<file path="config.mk">
export PLATFORM = sky130hd
export DESIGN_NAME = reg_wb_arbiter
export DESIGN_NICKNAME = d
export VERILOG_FILES = /design/src/rtl/mips_pkg.sv /design/src/rtl/wb_fifo.sv /design/src/rtl/reg_wb_arbiter.sv
export SDC_FILE = /design/constraint.sdc
export NUM_CORES = 1
export LEC_CHECK = 0
export BUFFER_PORTS_ARGS = -buffer_cell sky130_fd_sc_hd__buf_2
export CAP_MARGIN = 25
export CORE_MARGIN = 1.5
export CORE_UTILIZATION = 25
export CTS_CLUSTER_SIZE = 8
export DETAILED_ROUTE_END_ITERATION = 8
export PLACE_DENSITY = 0.4
export SYNTH_ARGS = -nofsm -noshare
export SYNTH_HDL_FRONTEND = slang
export SYNTH_SLANG_ARGS = --single-unit
</file>
<file path="constraint.sdc">
create_clock -name i_clk -period 3 [get_ports i_clk]
set_clock_uncertainty 0.15 [all_clocks]
set_input_delay 0.75 -clock i_clk [delete_from_list [all_inputs] [get_ports i_clk]]
set_output_delay 0.75 -clock i_clk [all_outputs]
set_load 0.02 [all_outputs]
</file>
<file path="src/rtl/mips_pkg.sv">
// Shared writeback definitions: register/data widths, the $zero register
// index and the {addr, data} request carried by both write sources.
package mips_pkg;
  localparam int DATA_W = 32;
  localparam int ADDR_W = 5;

  localparam logic [ADDR_W-1:0] REG_ZERO = '0;

  typedef struct packed {
    logic [ADDR_W-1:0] addr;
    logic [DATA_W-1:0] data;
  } wb_req_t;
endpackage

</file>
<file path="src/rtl/wb_fifo.sv">
// Synchronous circular-buffer FIFO with push/pop/full/empty/count.
// DEPTH must be a power of two so the pointers wrap naturally.
module wb_fifo #(
  parameter int W     = 37,
  parameter int DEPTH = 4,
  localparam int PTR_W = $clog2(DEPTH)
) (
  input  logic             i_clk,
  input  logic             i_rst,
  input  logic             push,
  input  logic             pop,
  input  logic [W-1:0]     din,
  output logic [W-1:0]     dout,
  output logic             full,
  output logic             empty,
  output logic [PTR_W:0]   count
);
  logic [W-1:0]     mem_q [DEPTH];
  logic [PTR_W-1:0] wr_ptr_q, wr_ptr_d;
  logic [PTR_W-1:0] rd_ptr_q, rd_ptr_d;
  logic [PTR_W:0]   cnt_q, cnt_d;
  logic             push_ok, pop_ok;

  assign full    = (cnt_q == (PTR_W+1)'(DEPTH));
  assign empty   = (cnt_q == '0);
  assign count   = cnt_q;
  assign dout    = mem_q[rd_ptr_q];
  assign push_ok = push && !full;
  assign pop_ok  = pop && !empty;

  always_comb begin
    wr_ptr_d = wr_ptr_q;
    rd_ptr_d = rd_ptr_q;
    cnt_d    = cnt_q;
    if (push_ok) wr_ptr_d = wr_ptr_q + PTR_W'(1);
    if (pop_ok)  rd_ptr_d = rd_ptr_q + PTR_W'(1);
    if (push_ok && !pop_ok)      cnt_d = cnt_q + (PTR_W+1)'(1);
    else if (pop_ok && !push_ok) cnt_d = cnt_q - (PTR_W+1)'(1);
  end

  always_ff @(posedge i_clk) begin
    if (i_rst) begin
      wr_ptr_q <= '0;
      rd_ptr_q <= '0;
      cnt_q    <= '0;
    end else begin
      wr_ptr_q <= wr_ptr_d;
      rd_ptr_q <= rd_ptr_d;
      cnt_q    <= cnt_d;
    end
  end

  // Storage needs no reset: an entry is only read after it has been pushed.
  always_ff @(posedge i_clk) begin
    if (push_ok) mem_q[wr_ptr_q] <= din;
  end
endmodule

</file>
<file path="src/rtl/reg_wb_arbiter.sv">
// Writeback arbiter: primary source has priority, secondary results drain from
// a FIFO into idle slots, plus a pending-destination scoreboard.
// Optional starvation guard enabled by defining WB_STARVE_GUARD_EN.
module reg_wb_arbiter #(
  parameter int DATA_W     = mips_pkg::DATA_W,
  parameter int ADDR_W     = mips_pkg::ADDR_W,
  parameter int FIFO_DEPTH = 4
`ifdef WB_STARVE_GUARD_EN
  , parameter int STARVE_LIMIT = 4
`endif
) (
  input  logic                        i_clk,
  input  logic                        i_rst,
  input  logic                        pri_wr_en,
  input  logic [ADDR_W-1:0]           pri_wr_addr,
  input  logic [DATA_W-1:0]           pri_wr_data,
  input  logic                        sec_valid,
  output logic                        sec_ready,
  input  logic [ADDR_W-1:0]           sec_wr_addr,
  input  logic [DATA_W-1:0]           sec_wr_data,
  input  logic                        iss_valid,
  input  logic [ADDR_W-1:0]           iss_dest,
  output logic [2**ADDR_W-1:0]        busy,
  output logic [$clog2(FIFO_DEPTH):0] fifo_cnt,
`ifdef WB_STARVE_GUARD_EN
  output logic                        pri_stall_req,
`endif
  output logic                        reg_write,
  output logic [ADDR_W-1:0]           rw_reg,
  output logic [DATA_W-1:0]           wr_data
);
  import mips_pkg::*;

  wb_req_t             pri_req, sec_req, head_req, sel_req;
  logic                fifo_push, fifo_pop, fifo_full, fifo_empty, sel_valid;
  logic                reg_write_q, reg_write_d;
  logic [ADDR_W-1:0]   rw_reg_q, rw_reg_d;
  logic [DATA_W-1:0]   wr_data_q, wr_data_d;
  logic [2**ADDR_W-1:0] busy_q, busy_d;

  // Handshake: a secondary result transfers on a cycle where sec_valid and
  // sec_ready are both high; sec_ready depends only on reset and FIFO fullness.
  assign sec_ready = !i_rst && !fifo_full;
  assign fifo_push = sec_valid && sec_ready;
  assign fifo_pop  = !pri_wr_en && !fifo_empty;

  always_comb begin
    pri_req.addr = pri_wr_addr;
    pri_req.data = pri_wr_data;
    sec_req.addr = sec_wr_addr;
    sec_req.data = sec_wr_data;
  end

  wb_fifo #(
    .W     ($bits(wb_req_t)),
    .DEPTH (FIFO_DEPTH)
  ) u_sec_fifo (
    .i_clk (i_clk),
    .i_rst (i_rst),
    .push  (fifo_push),
    .pop   (fifo_pop),
    .din   (sec_req),
    .dout  (head_req),
    .full  (fifo_full),
    .empty (fifo_empty),
    .count (fifo_cnt)
  );

  always_comb begin
    sel_valid   = pri_wr_en || !fifo_empty;
    sel_req     = pri_wr_en ? pri_req : head_req;
    // Writes to $zero are consumed but never reach the register file.
    reg_write_d = sel_valid && (sel_req.addr != REG_ZERO);
    rw_reg_d    = sel_valid ? sel_req.addr : rw_reg_q;
    wr_data_d   = sel_valid ? sel_req.data : wr_data_q;

    // Clear first so a same-cycle re-issue to the same register wins.
    busy_d = busy_q;
    if (fifo_pop) busy_d[head_req.addr] = 1'b0;
    if (iss_valid && iss_dest != REG_ZERO) busy_d[iss_dest] = 1'b1;
  end

  always_ff @(posedge i_clk) begin
    if (i_rst) begin
      reg_write_q <= 1'b0;
      rw_reg_q    <= '0;
      wr_data_q   <= '0;
      busy_q      <= '0;
    end else begin
      reg_write_q <= reg_write_d;
      rw_reg_q    <= rw_reg_d;
      wr_data_q   <= wr_data_d;
      busy_q      <= busy_d;
    end
  end

  assign reg_write = reg_write_q;
  assign rw_reg    = rw_reg_q;
  assign wr_data   = wr_data_q;
  assign busy      = busy_q;

`ifdef WB_STARVE_GUARD_EN
  localparam int SC_W = $clog2(STARVE_LIMIT + 1);

  logic [SC_W-1:0] starve_cnt_q, starve_cnt_d;
  logic            stall_q, stall_d;

  // Counter saturates at the limit; the request holds until the FIFO drains one entry.
  always_comb begin
    starve_cnt_d = starve_cnt_q;
    stall_d      = stall_q;
    if (fifo_pop || fifo_empty) begin
      starve_cnt_d = '0;
      stall_d      = 1'b0;
    end else begin
      if (starve_cnt_q != SC_W'(STARVE_LIMIT)) starve_cnt_d = starve_cnt_q + SC_W'(1);
      stall_d = stall_q || (starve_cnt_d >= SC_W'(STARVE_LIMIT));
    end
  end

  always_ff @(posedge i_clk) begin
    if (i_rst) begin
      starve_cnt_q <= '0;
      stall_q      <= 1'b0;
    end else begin
      starve_cnt_q <= starve_cnt_d;
      stall_q      <= stall_d;
    end
  end

  assign pri_stall_req = stall_q;
`endif
endmodule

</file>
==> results.ini <==
[critical_path]
ff2ff_setup_slack_ns = 0.41
cp_max_fo = 5
startpoint_type = register
cp.required_ns = 3.28
critical_path.slowest_cell = a211oi_1
crit_arrival_ns = 2.87
path_cells = buf_4, nor2_1, a211oi_1, ha_1, inv_1, fa_1, xor2_1, or3_1, a21oi_1
critPathMaxStageDelay_ns = 0.52
setup.worst_path.end_class = register
critPathKind = reg2reg

[global_route]
track_usage = 0.133
grt_pass1_vias = 5917
grt_start_max_net_pins = 77
grt-ovfl-total = 0
grt_pass1_wl_um = 37100
antenna_found_initial = 8

[yosys]
synth_common_cells = 148 x edfxtp_1, 95 x nand2_1, 79 x dfxtp_1
ys_types = 42
synth_fp_nets = 748
yosys-top-cells-area = edfxtp_1 49%, dfxtp_1 18%, mux4_2 8.8%
synthMuxAreaShare = 0.0975
yosysTopAreaCell = edfxtp_1
seq_area_frac_synth = 0.670
synth_top_area_share = 0.494
synthSimpleGateAreaFrac = 0.0973
synthCells = 658
synth_xor_area_frac = 0.00487
ys_async_sr_fraction = 0
synth_top_family_by_area = multiplexers
syn_area_per_cell_um2 = 13.7
syn-cell-area_um2 = 9000
synth.most_common_cell = edfxtp_1
synth-seq-cells = 227
synth_warnings = 0
synth_compound_area_frac = 0.0854
synth_edf_count = 148
synthAdderAreaFrac = 0.00918
synthFlopType = edfxtp_1

[clock_tree]
post_cts_buffers = 0
cts_buffers = 34
insertion_delay_ns = 0.50
clock-sinks = 227
cts_tree = built
cts_hold_buf = 0
cts.reportedPaths.clkPinSlew_ns = 0.05
clockBufferDepth = 3
h-tree-depth = 2
root_buffer = clkbuf_16
post_cts_resized = 0

[cells_and_area]
areaGrowthSynthToFinish_pct = 27.7
finalNetCount = 926
multi_input_area_um2 = 2660
final.fill_count = 3530
largest_register_ffs = 148
drive_above_1_share = 0.312
top_register = u_sec_fifo.mem_q
design_area_um2 = 11500
regArea_um2 = 6030

[drt]
drt_wl_total_um = 24800
drtPass1Iterations = 4
wl_per_cell_um = 18.7
postRouteAntennaNets = 0
dr_total_vias = 5932
dr.first_iter.drc_count = 348
avgViaCountPerCell = 4.48
drc = 0

[timing]
fmax_ghz = 0.386
setup_viol = 0
hold_viol_final = 0
tightestPinTransition_ns = 0.839
post-route-min-period_ns = 2.59
maxSlewHeadroom = 0.441
setup_tns_ns = 0
rsz0062_at_grt = false
fin_crit_sh = 0.864
slew_viol_final = 0

[power_and_ir_drop]
pwr-share-clk = 0.372
switching_share = 0.310
power.density_nw_per_um2 = 850
combPwrFrac = 0.243
pwr-share-seq = 0.385
switching_power_mw = 3.02
p_int_mw = 6.74
power.leakage_nw = 4.42
peakVddDrop_mv = 0.415

[floorplanning]
io_pins = 158
core-area_um2 = 35500
die_x_um = 193
fp.dieH_um = 193
rows = 69
die_area_um2 = 37100
start_util = 0.254

[worst_hold_path]
min_path_type = in2reg

[placement]
gp_congestion = 0.714
place_area_um2 = 10500
place_hpwl_um = 16300
place.port_buffers = 157

[outcome]
status = completed

[flow_run]
maxCapViolCount = 0

## power groups by stage
stage	Combinational [mW]	Sequential [mW]	Clock [mW]
finish	2.37	3.76	3.63
global route	2.63	3.79	3.85
CTS	2.44	3.77	3.74
detailed placement	2.43	3.82	0
global placement	2.44	3.82	0
floorplan	1.39	3.93	0
## area by class of cell
type                       instances  share of cell area
sequential                       227               0.524
timing repair buffer             181              0.0906
multi-input combinational        349               0.231
antenna                            3            0.000653
tap                              461              0.0502
inverter                          43              0.0140
clock inverter                     3             0.00512
clock buffer                      58              0.0837
## stage by stage
step	utilization	instances	setup WS [ns]	hold slack [ns]	power, mW
3_5_place_dp	0.295	1261	0.177	0.317	6.26
3_3_place_gp	0.295	1261	0.209	0.311	6.27
5_1_grt	0.324	1323	0.292	0.300	10.3
2_1_floorplan	-	658	0.00584	0.335	5.32
6_report	0.324	1325	0.409	0.313	9.77
4_1_cts	0.324	1322	0.433	0.295	9.94
## layer usage
layer / share of wire / vias to the layer above / track usage
met4: 0.017 / 10 / 0.0346
met5: 0.0023 / - / 0
met2: 0.43 / 180 / 0.197
met1: 0.46 / 2881 / 0.186
met3: 0.086 / 46 / 0.0440
li1: - / 2815 / -
## worst paths after layout
check | from | to | depth (start not counted)
max reg2reg | u_sec_fifo.count[0] | u_sec_fifo.count[2] | 9
max | u_sec_fifo.count[0] | u_sec_fifo.count[2] | 9
min reg2reg | busy[3] | busy[3] | 2
min | sec_wr_data[3] | u_sec_fifo.mem_q[3][3] | 1
## critical path: cells and delay by family, from the launching register on
family / cells / cell delay (ns)
compound gates: 2 / 0.66
xor+xnor: 1 / 0.15
fa+ha+maj: 2 / 0.66
buf+inv: 2 / 0.21
flops: 1 / 0.34
simple gates: 2 / 0.36
## cells by family (layout without fill, tap and decap cells)
family                     count (synthesis)  after routing
muxes                                     39             39
adders and majority gates                  6              6
and+or+nand+nor                          179            179
xor gates and xnor gates                   5              5
other                                      0              3
AOI/OAI and AO/OA                        120            120
DFF                                      227            227
buffers and inverters                     82            285
## placed cells by master, fill, tap and decap left out, types with 3 or more instances in the layout
master	n
nor3b_1	5
dfxtp_1	77
clkbuf_1	23
nor2_1	12
nor3_1	3
clkbuf_16	35
nand3b_1	4
mux4_1	3
xor2_1	3
buf_4	18
and2_2	4
nor2b_1	29
buf_2	157
diode_2	3
mux4_2	35
edfxtp_1	148
ha_1	5
nor4_1	3
a21oi_1	46
inv_1	43
a221oi_1	36
nand2_1	95
o31ai_1	8
or2_2	4
buf_12	6
nand3_1	4
o21ai_0	26
Power figures use the tool's default switching activity.
